**config.mk**
```make
export PLATFORM = sky130hd
export DESIGN_NAME = lcd_driver
export DESIGN_NICKNAME = d
export VERILOG_FILES = /design/src/rtl/lcd_pkg.sv /design/src/rtl/lcd_timer.sv /design/src/rtl/lcd_driver.sv
export SDC_FILE = /design/constraint.sdc
export NUM_CORES = 1
export LEC_CHECK = 0
export ABC_AREA = 1
export BUFFER_PORTS_ARGS = -buffer_cell sky130_fd_sc_hd__buf_2
export CORE_ASPECT_RATIO = 2
export CORE_UTILIZATION = 50
export CTS_BUF_LIST = sky130_fd_sc_hd__clkbuf_4 sky130_fd_sc_hd__clkbuf_8 sky130_fd_sc_hd__clkbuf_16
export DETAILED_ROUTE_END_ITERATION = 8
export MAX_ROUTING_LAYER = met4
export PLACE_DENSITY = 0.87
export SETUP_SLACK_MARGIN = 0.2
export SYNTH_ARGS = -nofsm -noshare
export SYNTH_HDL_FRONTEND = slang
export SYNTH_SLANG_ARGS = --single-unit
export TNS_END_PERCENT = 1
```
**constraint.sdc**
```tcl
create_clock -name i_clk -period 1.7 [get_ports i_clk]
set_input_delay 0.085 -clock i_clk [delete_from_list [all_inputs] [get_ports i_clk]]
set_output_delay 0.085 -clock i_clk [all_outputs]
set_load 0.02 [all_outputs]
```
**src/rtl/lcd_pkg.sv**
```systemverilog
// lcd_pkg: shared states, LCD word field positions and status bits for the LCD driver.
package lcd_pkg;

    typedef enum logic [2:0] {PWRUP, IDLE, SETUP, PULSE, HOLD, WAIT} lcd_state_t;

    localparam int LCD_ON_BIT     = 31;
    localparam int LCD_RS_BIT     = 9;
    localparam int LCD_RW_BIT     = 8;
    localparam int LCD_DATA_LSB   = 0;
    localparam int ST_BUSY_BIT    = 0;
    localparam int ST_OVERRUN_BIT = 1;

    function automatic int max2(input int a, input int b);
        return (a > b) ? a : b;
    endfunction

endpackage

```
**src/rtl/lcd_timer.sv**
```systemverilog
// lcd_timer: loadable down-counter that parks at zero and flags it.
module lcd_timer #(
    parameter int             W       = 8,
    parameter logic [W-1:0]   RST_VAL = '0
) (
    input  logic         i_clk,
    input  logic         i_rst,
    input  logic         i_load,
    input  logic [W-1:0] i_value,
    output logic         o_zero
);

    logic [W-1:0] r_cnt;

    always_ff @(posedge i_clk) begin
        if (!i_rst)
            r_cnt <= RST_VAL;
        else if (i_load)
            r_cnt <= i_value;
        else if (r_cnt != '0)
            r_cnt <= r_cnt - 1'b1;
    end

    assign o_zero = (r_cnt == '0);

endmodule

```
**src/rtl/lcd_driver.sv**
```systemverilog
// lcd_driver: turns LCD register writes into HD44780 setup/enable/hold/exec timing
// with a power-up wait and a sticky overrun flag for dropped writes.
module lcd_driver
    import lcd_pkg::*;
#(
    parameter int T_PWRUP_CYC = 750_000,
    parameter int T_SETUP_CYC = 4,
    parameter int T_PULSE_CYC = 16,
    parameter int T_HOLD_CYC  = 4,
    parameter int T_EXEC_CYC  = 2_000,
    parameter int T_LONG_CYC  = 82_000
) (
    input  logic        i_clk,
    input  logic        i_rst,
    input  logic        i_lcd_wr,
    input  logic [31:0] i_lcd_word,
    output logic        o_busy,
    output logic        o_overrun,
    output logic [31:0] o_status,
    output logic        o_lcd_on,
    output logic        o_lcd_en,
    output logic        o_lcd_rs,
    output logic        o_lcd_rw,
    output logic [7:0]  o_lcd_data
);

    localparam int MAXP = max2(max2(max2(T_PWRUP_CYC, T_SETUP_CYC), max2(T_PULSE_CYC, T_HOLD_CYC)),
                               max2(T_EXEC_CYC, T_LONG_CYC));
    localparam int W = $clog2(MAXP) + 1;

    lcd_state_t r_state, w_next;
    logic         w_load, w_accept, w_zero, w_long, w_unused;
    logic [W-1:0] w_value;
    logic         r_busy, r_overrun, r_on, r_en, r_rs, r_long;
    logic [7:0]   r_data;

    lcd_timer #(.W(W), .RST_VAL(W'(T_PWRUP_CYC - 1))) u_timer (
        .i_clk   (i_clk),
        .i_rst   (i_rst),
        .i_load  (w_load),
        .i_value (w_value),
        .o_zero  (w_zero)
    );

    // clear (0x01) and home (0x02/0x03) need the long execution wait
    assign w_long   = !i_lcd_word[LCD_RS_BIT] && (i_lcd_word[LCD_DATA_LSB+2 +: 6] == 6'd0)
                      && (i_lcd_word[LCD_DATA_LSB +: 8] != 8'd0);
    assign w_unused = ^{i_lcd_word[30:10], i_lcd_word[LCD_RW_BIT]};

    always_comb begin
        w_next   = r_state;
        w_load   = 1'b0;
        w_value  = '0;
        w_accept = 1'b0;
        case (r_state)
            PWRUP: if (w_zero) w_next = IDLE;
            IDLE: if (i_lcd_wr) begin
                w_accept = 1'b1;
                w_next   = SETUP;
                w_load   = 1'b1;
                w_value  = W'(T_SETUP_CYC - 1);
            end
            SETUP: if (w_zero) begin
                w_next  = PULSE;
                w_load  = 1'b1;
                w_value = W'(T_PULSE_CYC - 1);
            end
            PULSE: if (w_zero) begin
                w_next  = HOLD;
                w_load  = 1'b1;
                w_value = W'(T_HOLD_CYC - 1);
            end
            HOLD: if (w_zero) begin
                w_next  = WAIT;
                w_load  = 1'b1;
                w_value = r_long ? W'(T_LONG_CYC - 1) : W'(T_EXEC_CYC - 1);
            end
            WAIT: if (w_zero) w_next = IDLE;
            default: w_next = PWRUP;
        endcase
    end

    always_ff @(posedge i_clk) begin
        if (!i_rst) begin
            r_state   <= PWRUP;
            r_busy    <= 1'b1;
            r_overrun <= 1'b0;
            r_en      <= 1'b0;
            r_on      <= 1'b0;
            r_rs      <= 1'b0;
            r_data    <= 8'd0;
            r_long    <= 1'b0;
        end else begin
            r_state <= w_next;
            r_busy  <= (w_next != IDLE);
            r_en    <= (w_next == PULSE);
            if (i_lcd_wr && r_state != IDLE)
                r_overrun <= 1'b1;
            if (w_accept) begin
                r_on   <= i_lcd_word[LCD_ON_BIT];
                r_rs   <= i_lcd_word[LCD_RS_BIT];
                r_data <= i_lcd_word[LCD_DATA_LSB +: 8];
                r_long <= w_long;
            end
        end
    end

    assign o_busy     = r_busy;
    assign o_overrun  = r_overrun;
    assign o_status   = (32'(r_overrun) << ST_OVERRUN_BIT) | (32'(r_busy) << ST_BUSY_BIT);
    assign o_lcd_on   = r_on;
    assign o_lcd_en   = r_en;
    assign o_lcd_rs   = r_rs;
    assign o_lcd_rw   = 1'b0;
    assign o_lcd_data = r_data;

endmodule

```
Yosys cells after proc, flatten, opt, wreduce, memory -nomap -nowiden
Cells that the tools add are included.
{"block": "word_totals", "ff_bits": 38, "input_bits": 35, "word_cells": 49}
{"block": "classes", "bitwise_logic": 1, "n_addsub": 1, "n_reduce_logical": 12, "eq_ne": 8, "muxes": 18}
{"operator": "17-bit one-hot mux with 4 select lines", "n": 1}
{"operator": "21-bit 2-to-1 mux", "n": 2}
{"operator": "17-bit 2-to-1 mux", "n": 2}
{"operator": "21-bit zero test", "n": 1}
{"operator": "21-bit nonzero test", "n": 1}
{"operator": "21-bit by 1-bit subtractor with 21-bit output, second input constant", "n": 1}
{"operator": "3-bit 2-to-1 mux", "n": 5}
{"operator": "3-bit one-hot mux with 5 select lines", "n": 1}
{"operator": "3-bit by 2-bit == test with 1-bit output, second input constant", "n": 3}
{"operator": "8-bit nonzero test", "n": 1}
{"operator": "3-bit == test, second input constant", "n": 2}
{"operator": "6-bit zero test", "n": 1}
{"operator": "3-bit by 1-bit inequality test with 1-bit output, second input constant", "n": 2}
{"operator": "2-bit 2-to-1 mux", "n": 2}
{"operator": "4-bit 2-to-1 mux", "n": 1}
{"operator": "3-bit by 1-bit == test with 1-bit output, second input constant", "n": 1}
{"operator": "1-bit logical AND", "n": 3}
{"operator": "3-bit zero test", "n": 1}
{"operator": "1-bit 2-to-1 mux", "n": 3}
{"operator": "3-bit OR reduction", "n": 1}
{"operator": "2-bit by 1-bit OR with 2-bit output", "n": 1}
{"operator": "1-bit one-hot mux with 2 select lines", "n": 1}
{"operator": "2-bit nonzero test", "n": 1}
{"operator": "2-bit OR reduction", "n": 1}
{"operator": "1-bit zero test", "n": 1}

Depth between registers and ports, before layout
Gate-level depths: netlist of run 1.
{"block": "logic_depth", "depth_word": 4, "mapped_depth": 13, "mapped_depth_nobuf": 12}

Cells and area by module
Synthesis of run 1 repeated with hierarchy kept, for this count alone.
{"block": "unflattened", "cells_unflattened": 344, "area_unflattened_um2": 2411.1}
{"module": "lcd_timer", "area_each_um2": 1396.3, "cells_each": 205, "n_inst": 1}
{"module": "lcd_driver", "area_each_um2": 1014.7, "cells_each": 139, "n_inst": 1}

Worst setup path after synthesis of run 1
No wires, ideal clock.
{"block": "synth_timing", "kind": "reg-to-reg", "from": "register u_timer.r_cnt[0]", "to": "register u_timer.r_cnt[8]", "period_less_slack_ps": 1576, "path_stages_with_launch": 13, "arrival_ps": 1459, "path_slack_ps": 124, "n_path_buf": 1, "cell_sequence": "dfxtp_1 > inv_1 > ha_1 > nand2_2 > nor2_8 > nand3_4 > nand2_4 > nand2_4 > buf_6 > nand2_1 > nand2_1 > nand2_1 > nand2_1"}
{"block": "synth_between", "elab_chain_cells": 4}
{"item": "from (decl)", "line_no": "lcd_timer.sv:13", "rtl": "logic [W-1:0] r_cnt;"}
{"item": "from (signal assigned)", "line_no": "lcd_timer.sv:19", "rtl": "r_cnt <= i_value;"}
{"item": "from (signal assigned)", "line_no": "lcd_timer.sv:21", "rtl": "r_cnt <= r_cnt - 1'b1;"}
{"item": "parallel branches: the longest is 4 deep, another holds 21-bit by 1-bit subtractor with 21-bit output"}
Several ways; the timed one is not identified. The select of a mux whose other input is x is not followed.
A chain may end at the register's enable or synchronous reset.

Worst setup path in the final report of run 1
{"block": "layout_timing", "from": "register u_timer.r_cnt[1]", "to": "register u_timer.r_cnt[7]"}
Same word-level chain as after synthesis.

==> results of run 1 <==
-- registers in the layout, summed over array words and instances (netlist names) --
name,count
o_lcd_on,1
o_lcd_en,1
o_lcd_rs,1
o_overrun,1
u_timer.r_cnt,21
r_long,1
o_lcd_data,8
r_state,3
o_busy,1
-- per-stage QoR --
stage / total power (W) / instances / hold WS (ps) / setup WS, ps / area, um2
4_1_cts: 0.001677 / 436 / 50.51 / 196.6 / 2660
6_report: 0.001703 / 441 / 56.26 / 153.5 / 2774
5_1_grt: 0.001767 / 441 / 60.63 / 69.48 / 2774
2_1_floorplan: 0.001091 / 367 / 229.7 / 240.5 / 2455
3_3_place_gp: 0.001064 / 419 / 336.9 / 72.61 / 2447
3_5_place_dp: 0.001067 / 419 / 345.1 / 37.53 / 2447
-- what timing repair did --
| item | CTS | global route |
|---|---|---|
| resized for setup | 16 | 27 |
| cloned | 2 | 1 |
| endpoints found under the hold margin | 0 | 0 |
| setup buffers | 8 | 4 |
| setup endpoints to repair | 23 | 25 |
| pin swaps | 8 | 12 |
-- per-layer routing --
metal  GRT usage  vias up  part of all wire
met1      0.2202     1048              0.31
met5           -        -                 0
met3     0.03241       52             0.069
met4      0.2462        0             0.078
met2      0.4913      156              0.54
li1            -     1090                 -
-- worst min-delay path by stage --
stage                         startpoint                              to  cells after the start
final                     i_lcd_word[31]           o_lcd_on$_SDFFE_PN0P_                      3
after global placement    i_lcd_word[31]           o_lcd_on$_SDFFE_PN0P_                      3
after floorplan                 i_lcd_wr          o_overrun$_SDFFE_PN0P_                      2
after global routing               i_rst  u_timer.r_cnt[19]$_SDFFE_PN1P_                      2
after CTS                          i_rst  u_timer.r_cnt[19]$_SDFFE_PN1P_                      2
after detailed placement  i_lcd_word[31]           o_lcd_on$_SDFFE_PN0P_                      3
-- where the power goes --
part / leakage, nW / switching (W) / internal (W) / total (W)
clock: 0.0452 / 0.000306 / 0.000315 / 0.000620
combinational: 1.02 / 0.000122 / 0.0000489 / 0.000171
sequential: 0.308 / 0.0000131 / 0.000898 / 0.000911
total: 1.37 / 0.000441 / 0.00126 / 0.00170
-- cell families after synthesis --
family                   synth area share
AND/OR/NAND/NOR                    0.3899
other                            0.001610
AO/OA/AOI/OAI                     0.06230
adder cells (fa/ha/maj)          0.005370
XOR/XNOR                          0.04511
flip-flops                         0.3265
buffers and inverters              0.1692
-- worst max-delay path: cells and delay by family, from the launching register on --
kind | cells | cell delay (ps)
fa+ha+maj | 1 | 150
buf+inv | 1 | 60
simple gates | 9 | 850
flops | 1 | 370
-- layout make-up --
type,instances,area [um2]
clock buffer,7,83.83
fill,336,1650
inverter,27,103.9
multi-input combinational,265,1426
sequential,38,780.7
tap,54,67.56
timing repair buffer,50,311.5
-- cells in the final DEF, fill, tap and decap left out, drive strengths merged --
| cell | n |
|---|---|
| o2111ai | 1 |
| nand3b | 2 |
| o21bai | 1 |
| buf | 50 |
| nor2 | 82 |
| ha | 1 |
| dfxtp | 38 |
| o21ai | 17 |
| xnor2 | 5 |
| conb | 31 |
| o21a | 1 |
| inv | 26 |
| xor2 | 7 |
| a31oi | 1 |
| nand3 | 18 |
| nand4 | 5 |
| clkinv | 1 |
| nand2 | 83 |
| nor3 | 4 |
| clkbuf | 7 |
| a21oi | 6 |
==> summary.md, run 1 <==
| Metric | Value |
|---|---|
| # IOs | `81` |
| CTS Sinks | `38` |
| Crit path max fanout | `6` |
| DIE HEIGHT | `a little under 100 um` |
| Initial Utilization | `0.5266` |
| Most used cell, CP | `nand2_1` |
| Yosys warning total | `0` |
| Worst min path class | `input pin to flop` |
| VDD IR max | `523.2 uV` |
| Main flop type after synthesis | `dfxtp_1` |
| Post-synth EDFFs | `0` |
| Clock Skews | `a little under 9 ps` |
| Slowest cell on the critical path | `dfxtp_4` |
| CP arrival | `1720 ps` |
| Crit end category | `flop` |
| Syn Inst Count | `about 340` |
| Core outline area | `around 4400 um2` |
| Vias/cell | `5.320` |
| DR vias | `around 2300` |
| Mapped cell area | `around 2300 um2` |
| Crit path largest cell delay | `370 ps` |
| Crit-path cells | `inv_4 > ha_4 > nand2_4 > nor2_8 > nand3_4 > nand2_4 > nand2_8 > nand2_1 > nand2_1 > nand2_1 > nand2_1` |
| Iter 0 DRT Violations | `94` |
| GP Congestion | `0.9952` |
| Detailed Routing Iterations Pass 1 | `4` |
| Cts hold-fix bufs | `0` |
| Status | `completed` |
| R2R depth | `11` |
| Async SR Flop Fraction | `0` |
| Final worst path period share | `0.9097` |
| Final core occ | `0.6270` |
| Reg2reg start | `u_timer.r_cnt[1]$_SDFFE_PN1P_` |
| Share of the synthesized area in the top cell type | `0.3265` |
| CTS H-Tree Depth | `2` |
| Routed wire length | `6.540 mm` |
| Synth top area cells | `dfxtp_1, nand2_1, nor2_1, buf_4, inv_1` |
| Register-to-register setup slack | `approximately 150 ps` |
| All-Layer GR Usage | `0.2696` |
| Pwr Density | `613.8 nW/um2` |
| Clock root buffer | `clkbuf_8` |
| Synth cell count leaders | `nand2_1, nor2_1, dfxtp_1` |
| First-pass GRT wire length | `9.735 mm` |
| Inserted Clock Buffers | `5` |
| N_diodes | `0` |
| Setup violations, final | `0` |
| Largest net degree at the start of global routing | `20` |
| # rows | `34` |
| Peak Freq | `approximately 650 MHz` |
| Seq/Total Area, Yosys | `0.3265` |
| Crit. Startpoint | `u_timer.r_cnt[1]$_SDFFE_PN1P_` |
| TNS Setup | `0 ps` |
| DRC Markers | `0` |
| Count of different cell masters after synthesis | `32` |
| Min Clock Period, post-route | `1546 ps` |
| Vias in the first global route | `~2300` |
| FF+latch count, synth | `38` |
| Synth area leader | `dfxtp_1` |
| Max cap viols | `0` |
| CTS max path bufs | `2` |
| Global route total overflow | `0` |
| Top-count cell post-synth | `nand2_1` |
| Initial antenna violation count | `0` |
| Worst Setup Start Kind | `flop` |
| Hpwl dp | `4.038 mm` |
| Reg2Reg Capture Point | `u_timer.r_cnt[7]$_SDFFE_PN1P_` |
| Slew Viols, Final | `0` |
| CP Capture Point | `u_timer.r_cnt[7]$_SDFFE_PN1P_` |
| CTS clk-pin slew, worst paths | `80 ps` |
| CP Data Required Time | `1870 ps` |
| Share of cells above drive strength 1 | `0.3049` |
| Clk_lat worst skew | `290 ps` |
| Layout area overhead | `19.07%` |
| Die X | `50.27 um` |
| PortBufs | `27` |
| Routed Antenna Nets | `0` |
| Die ar. | `4953 um2` |
| RSZ-0062 raised after global routing | `true` |
| Setup CP Type | `flop to flop` |
| Final layout net count | `423` |
| Leakage power | `1.371 nW` |
| Avg Inst Size Synth | `6.913 um2` |
| CTS tree | `done` |
| Drt wl/cell | `between 10 and 15 um` |
| Hold Fails Final Rpt | `0` |
Power figures use the tool's default switching activity.
==> run 2, diff against run 1 <==
- CORE_ASPECT_RATIO: 2 -> unset
==> run 2 against run 1 <==
Net effect: register-to-register slack lost 80 ps; final cell count down 0.91%; combinational power decreased by 6%; sequential share of layout area is essentially flat; critical path type unchanged; sequential power shrank 0.5%; non-clock buffer count is the same; clock skew down 3.7 ps.
==> summary.md, run 2 (synthesis gave the netlist of run 1 again) <==
| Metric | Value |
|---|---|
| Iter 0 DRT Violations | `around 140` |
| Routed wire length | `5.789 mm` |
| Commonest non-fill, non-tap cell in the layout | `nor2_1` |
| CP Data Required Time | `~1900 ps` |
| Worst Setup Start Kind | `flop` |
| Layout area overhead | `18.47%` |
| Vias in the first global route | `1978` |
| Worst Path Buf+Inv | `3` |
| DIE HEIGHT | `about 70 um` |
| Detailed Routing Iterations Pass 1 | `4` |
| Final Worst Setup Slack | `68.78 ps` |
| Hpwl dp | `about 3.6 mm` |
| DRC Markers | `0` |
| Final Cell Area | `2760 um2` |
| Core outline area | `4414 um2` |
| DR vias | `approximately 2200` |
| Most frequent cells in the layout | `nor2_1, nand2_1, conb_1` |
| R2R depth | `11` |
| Slew Viols, Final | `0` |
| Hold path depth | `3` |
| Pwr Density | `612.2 nW/um2` |
| Area after DPL | `~2400 um2` |
| Vias/cell | `5.057` |
| CTS clk-pin slew, worst paths | `70 ps` |
| CP delay by family, top | `simple AND/OR/NAND/NOR gates` |
| Final layout net count | `approximately 420` |
| Drt wl/cell | `13.25 um` |
| CTS max path bufs | `2` |
| Global route total overflow | `0` |
| Register with the most flip-flops | `u_timer.r_cnt` |
| Hold Fails Final Rpt | `0` |
| CTS tree | `done` |
| Initial Utilization | `0.5278` |
| Max reg flops | `21` |
| Die ar. | `between 4000 and 5000 um2` |
| # rows | `24` |
| Post-Place Worst Slack | `71.73 ps` |
| Reg2Reg Capture Point | `u_timer.r_cnt[7]$_SDFFE_PN1P_` |
| Crit. Startpoint | `u_timer.r_cnt[0]$_SDFFE_PN1P_` |
| Cts hold-fix bufs | `0` |
| Setup violations, final | `0` |
| VDD IR max | `692.0 uV` |
| Crit path largest cell delay | `330 ps` |
| Reg2reg start | `u_timer.r_cnt[0]$_SDFFE_PN1P_` |
| PortBufs | `27` |
| N_diodes | `0` |
| Share of cells above drive strength 1 | `0.3039` |
| Min Clock Period, post-route | `1631 ps` |
| CTS H-Tree Depth | `2` |
| # IOs | `81` |
| Largest net degree at the start of global routing | `20` |
| Register-to-register setup slack | `about 69 ps` |
| Peak Freq | `between 600 and 700 MHz` |
| Inserted Clock Buffers | `5` |
| Die X | `70.26 um` |
| Status | `completed` |
| Leakage power | `1.379 nW` |
| Crit path max fanout | `4` |
| GP Congestion | `around 0.9` |
| Crit end category | `flop` |
| First-pass GRT wire length | `8.763 mm` |
| Initial antenna violation count | `0` |
| Worst min path class | `input pin to flop` |
| Clock root buffer | `clkbuf_8` |
| Max cap viols | `0` |
| Hold Startpoint | `i_lcd_word[31]` |
| Clock Skews | `5.133 ps` |
| Crit-path cells | `buf_4 > nor3_1 > buf_4 > inv_1 > nor2_1 > nand2_1 > nand2_1 > nand2_2 > nand2_2 > nand2_2 > nand2_1` |
| Setup CP Type | `flop to flop` |
| All-Layer GR Usage | `0.2355` |
| Routed Antenna Nets | `0` |
| Slowest cell on the critical path | `dfxtp_2` |
| Worst hold endpoint | `o_lcd_on$_SDFFE_PN0P_` |
| CTS Sinks | `38` |
| RSZ-0062 raised after global routing | `true` |
| Final worst path period share | `0.9595` |
| CP arrival | `between 1500 and 2000 ps` |
| Clk_lat worst skew | `290 ps` |
| Filler instances | `396` |
run 2: cell count changes in the layout (fill, tap and decap cells not counted), moves of 2 or more:
cell      previous run  this run
clkbuf_4             2         0
nor2_2               9         7
nor3_2               2         0
nor3_1               2         4
nand2_2              7        12
nand2_1             68        62
run 2: layout make-up:
class	instances	area (um2)	share of cell area
Clock buffer	6	82.58	0.02992
Inverter	27	101.3	0.03672
Multi-Input combinational cell	264	1421	0.5150
Sequential cell	38	778.2	0.2820
Tap cell	52	65.06	0.02357
Timing Repair Buffer	50	311.5	0.1129
run 2: worst max path at each step:
stage / to / slack (ps) / cells after the start
6_report: u_timer.r_cnt[7]$_SDFFE_PN1P_ / 70 / 11
5_1_grt: u_timer.r_cnt[7]$_SDFFE_PN1P_ / -40 / 11
4_1_cts: u_timer.r_cnt[7]$_SDFFE_PN1P_ / 170 / 11
3_5_place_dp: u_timer.r_cnt[18]$_SDFFE_PN0P_ / 70 / 9
3_3_place_gp: u_timer.r_cnt[18]$_SDFFE_PN0P_ / 110 / 8
2_1_floorplan: u_timer.r_cnt[8]$_SDFFE_PN1P_ / 240 / 12
run 2: worst reg2reg max path, cell delays in order, from the launching register on:
cell     delay (ps)
dfxtp_2         330
buf_4           150
nor3_1          210
buf_4           170
inv_1            50
nor2_1          210
nand2_1         110
nand2_1         110
nand2_2          70
nand2_2          70
nand2_2          50
nand2_1          50
run 2: power breakdown:
| part | switching [W] | total [W] | internal, W |
|---|---|---|---|
| sequential | 0.00000876 | 0.000906 | 0.000898 |
| clock | 0.000310 | 0.000623 | 0.000313 |
| combinational | 0.000117 | 0.000161 | 0.0000440 |
run 2: repair_timing:
| action | 4_1_cts | 5_1_grt |
|---|---|---|
| endpoints found under the hold margin | 0 | 0 |
| pin swaps | 9 | 14 |
| cloned | 2 | 0 |
| setup endpoints to repair | 21 | 26 |
| gates resized for setup | 11 | 32 |
| setup buffers | 8 | 7 |
run 2: layer usage:
metal / share of wire / up-vias / GRT usage
met5: 0 / - / -
met4: 0.053 / 0 / 0.1311
met3: 0.059 / 36 / 0.06782
met2: 0.50 / 100 / 0.3799
met1: 0.39 / 993 / 0.2597
li1: - / 1081 / -
run 2: per-stage QoR:
step	power [W]	hold WS, ps	std cells	utilization	TNS [ps]
after floorplan	0.001091	229.7	367	-	0
after global placement	0.001065	331.7	414	0.5488	0
after detailed placement	0.001068	338.2	414	0.5488	0
after CTS	0.001687	32.35	430	0.5927	0
after global routing	0.001756	62.02	437	0.6253	-43.65
final	0.001690	37.67	437	0.6253	0
==> run 3, diff against run 2 <==
- CTS_BUF_LIST: sky130_fd_sc_hd__clkbuf_4 sky130_fd_sc_hd__clkbuf_8 sky130_fd_sc_hd__clkbuf_16 -> sky130_fd_sc_hd__clkbuf_8 sky130_fd_sc_hd__clkbuf_16
- clock period: 1.7 -> 1.73 ns (I/O delays scaled with it)
==> run 3 against run 2 <==
Net effect: flip-flop and latch count did not move; critical endpoint is now u_timer.r_cnt[16]$_SDFFE_PN1P_; design area decreased by 0.41%; routed wire length down 3.4%; clock skew is 6.6 ps higher; sequential power decreased by 2%; clock power rose by 5.5%; power rose by 0.70%; die area unchanged; first-iteration DRC count grew 7.4%; via count up 0.77%; setup slack better by 90 ps; register-to-register slack better by 90 ps; highest routed layer unchanged; largest cell class unchanged.
==> summary.md, run 3 (synthesis gave the netlist of run 1 again) <==
| Metric | Value |
|---|---|
| Pwr Density | `619.0 nW/um2` |
| Worst min path class | `input pin to flop` |
| Clk pwr share | `0.386` |
| First-pass GRT wire length | `about 8.5 mm` |
| Reg2reg start | `u_timer.r_cnt[2]$_SDFFE_PN1P_` |
| # rows | `24` |
| GP Congestion | `0.9254` |
| Die X | `70.26 um` |
| Commonest non-fill, non-tap cell in the layout | `nand2_1` |
| Core outline area | `4414 um2` |
| Crit end category | `flop` |
| CTS H-Tree Depth | `2` |
| Crit path max fanout | `7` |
| Final worst path period share | `0.9081` |
| DR vias | `2227` |
| Final Cell Area | `between 2000 and 3000 um2` |
| Max cap viols | `0` |
| CTS clk-pin slew, worst paths | `80 ps` |
| Register-to-register setup slack | `160 ps` |
| CP Capture Point | `u_timer.r_cnt[16]$_SDFFE_PN1P_` |
| Vias/cell | `5.084` |
| Initial Utilization | `0.5278` |
| Area after DPL | `between 2000 and 2500 um2` |
| Final layout net count | `421` |
| Max reg flops | `21` |
| Slowest cell on the critical path | `dfxtp_1` |
| N_diodes | `0` |
| Hpwl dp | `3.627 mm` |
| Clk_lat worst skew | `300 ps` |
| Clock Skews | `~12 ps` |
| PortBufs | `27` |
| Most frequent cells in the layout | `nand2_1, nor2_1, conb_1, dfxtp_1, buf_2` |
| Reg2Reg Capture Point | `u_timer.r_cnt[16]$_SDFFE_PN1P_` |
| Worst path depth | `10` |
| Setup CP Type | `flop to flop` |
| Drt wl/cell | `12.77 um` |
| Hold Fails Final Rpt | `0` |
| Sw Ratio | `0.2694` |
| All-Layer GR Usage | `0.2250` |
| Worst Path Buf+Inv | `0` |
| RSZ-0062 raised after global routing | `true` |
| Min Clock Period, post-route | `around 1600 ps` |
| Leakage power | `1.371 nW` |
| Filler instances | `370` |
| Worst hold slack | `between 40 and 50 ps` |
| # IOs | `81` |
| CP delay by family, top | `simple AND/OR/NAND/NOR gates` |
| Initial antenna violation count | `0` |
| Layout area overhead | `17.99%` |
| Detailed Routing Iterations Pass 1 | `4` |
| CTS Sinks | `38` |
| Int Pwr | `0.001243 W` |
| Global route total overflow | `0` |
| Peak Freq | `roughly 640 MHz` |
| Net Sw Power | `between 0.0004 and 0.0005 W` |
| Final Worst Setup Slack | `158.9 ps` |
| Iter 0 DRT Violations | `146` |
| Crit-path cells | `nor2_2 > nand2_4 > nor2_8 > nand3_4 > nand2_4 > nand2_8 > nand2_2 > nand2_2 > nand2_1 > nand2_1` |
| Routed wire length | `5.592 mm` |
| DIE HEIGHT | `70.26 um` |
| CTS max path bufs | `2` |
| CTS tree | `done` |
| Status | `completed` |
| Routed Antenna Nets | `0` |
| Share of cells above drive strength 1 | `0.2824` |
| Inserted Clock Buffers | `5` |
| R2R depth | `10` |
| Crit. Startpoint | `u_timer.r_cnt[2]$_SDFFE_PN1P_` |
| Register with the most flip-flops | `u_timer.r_cnt` |
| Slew Viols, Final | `0` |
| Part of the power in registers | `0.523` |
| Setup violations, final | `0` |
| Hold path depth | `3` |
| Post-Place Worst Slack | `between 80 and 90 ps` |
| Combinational power share | `0.091` |
| TNS Setup | `0 ps` |
| Largest net degree at the start of global routing | `19` |
| Crit path largest cell delay | `380 ps` |
| Worst Setup Start Kind | `flop` |
| Vias in the first global route | `1985` |
| CP arrival | `1770 ps` |
| DRC Markers | `0` |
| CP Data Required Time | `1930 ps` |
| VDD IR max | `404.9 uV` |
| Die ar. | `4936 um2` |
| Clock root buffer | `clkbuf_8` |
[run 3: worst min path at each step]
stage                              start                          to  slack [ps]
after floorplan                 i_lcd_wr      o_overrun$_SDFFE_PN0P_         230
after global placement    i_lcd_word[31]       o_lcd_on$_SDFFE_PN0P_         340
after detailed placement  i_lcd_word[31]       o_lcd_on$_SDFFE_PN0P_         360
after CTS                  i_lcd_word[7]  o_lcd_data[7]$_SDFFE_PN0P_          50
after global routing       i_lcd_word[0]  o_lcd_data[0]$_SDFFE_PN0P_          50
final                      i_lcd_word[7]  o_lcd_data[7]$_SDFFE_PN0P_          50
[run 3: final cells by class]
type,instances,area [um2],share of cell area
clock buffer,6,82.58,0.03004
inverter,27,101.3,0.03687
sequential,38,772.0,0.2808
timing repair buffer,49,312.8,0.1138
multi-input combinational,264,1403,0.5102
tap,52,65.06,0.02367
clock inverter,2,12.51,0.004552
[run 3: per-stage QoR]
| step | cells | total power [W] | utilization |
|---|---|---|---|
| after global routing | 438 | 0.001757 | 0.6227 |
| after CTS | 430 | 0.001693 | 0.5930 |
| after global placement | 417 | 0.001052 | 0.5567 |
| after detailed placement | 417 | 0.001054 | 0.5567 |
| after floorplan | 367 | 0.001072 | - |
| final | 438 | 0.001702 | 0.6227 |
[run 3: power by group through the flow]
| stage | clock (W) | combinational (W) | sequential (W) |
|---|---|---|---|
| after floorplan | 0 | 0.000159 | 0.000912 |
| after global placement | 0 | 0.000143 | 0.000909 |
| after detailed placement | 0 | 0.000145 | 0.000909 |
| after CTS | 0.000658 | 0.000147 | 0.000889 |
| after global routing | 0.000696 | 0.000170 | 0.000891 |
| final | 0.000657 | 0.000154 | 0.000890 |
[run 3: layer usage]
metal,up-vias,global-route usage,share of wire
met4,0,0.1022,0.034
met1,1018,0.2545,0.41
li1,1087,-,-
met3,27,0.06349,0.061
met2,95,0.3672,0.50
met5,-,-,0
[run 3: worst min-delay path: stages]
cell	delay [ps]
buf_2	80
o21ai_0	80
nor2_1	80
[run 3: timing repair]
| item | 4_1_cts | 5_1_grt |
|---|---|---|
| resized for setup | 6 | 26 |
| endpoints found under the setup margin | 18 | 25 |
| buffers inserted | 4 | 7 |
| pin swaps | 4 | 15 |
| gates cloned | 1 | 1 |
| hold buffers | 0 | 0 |
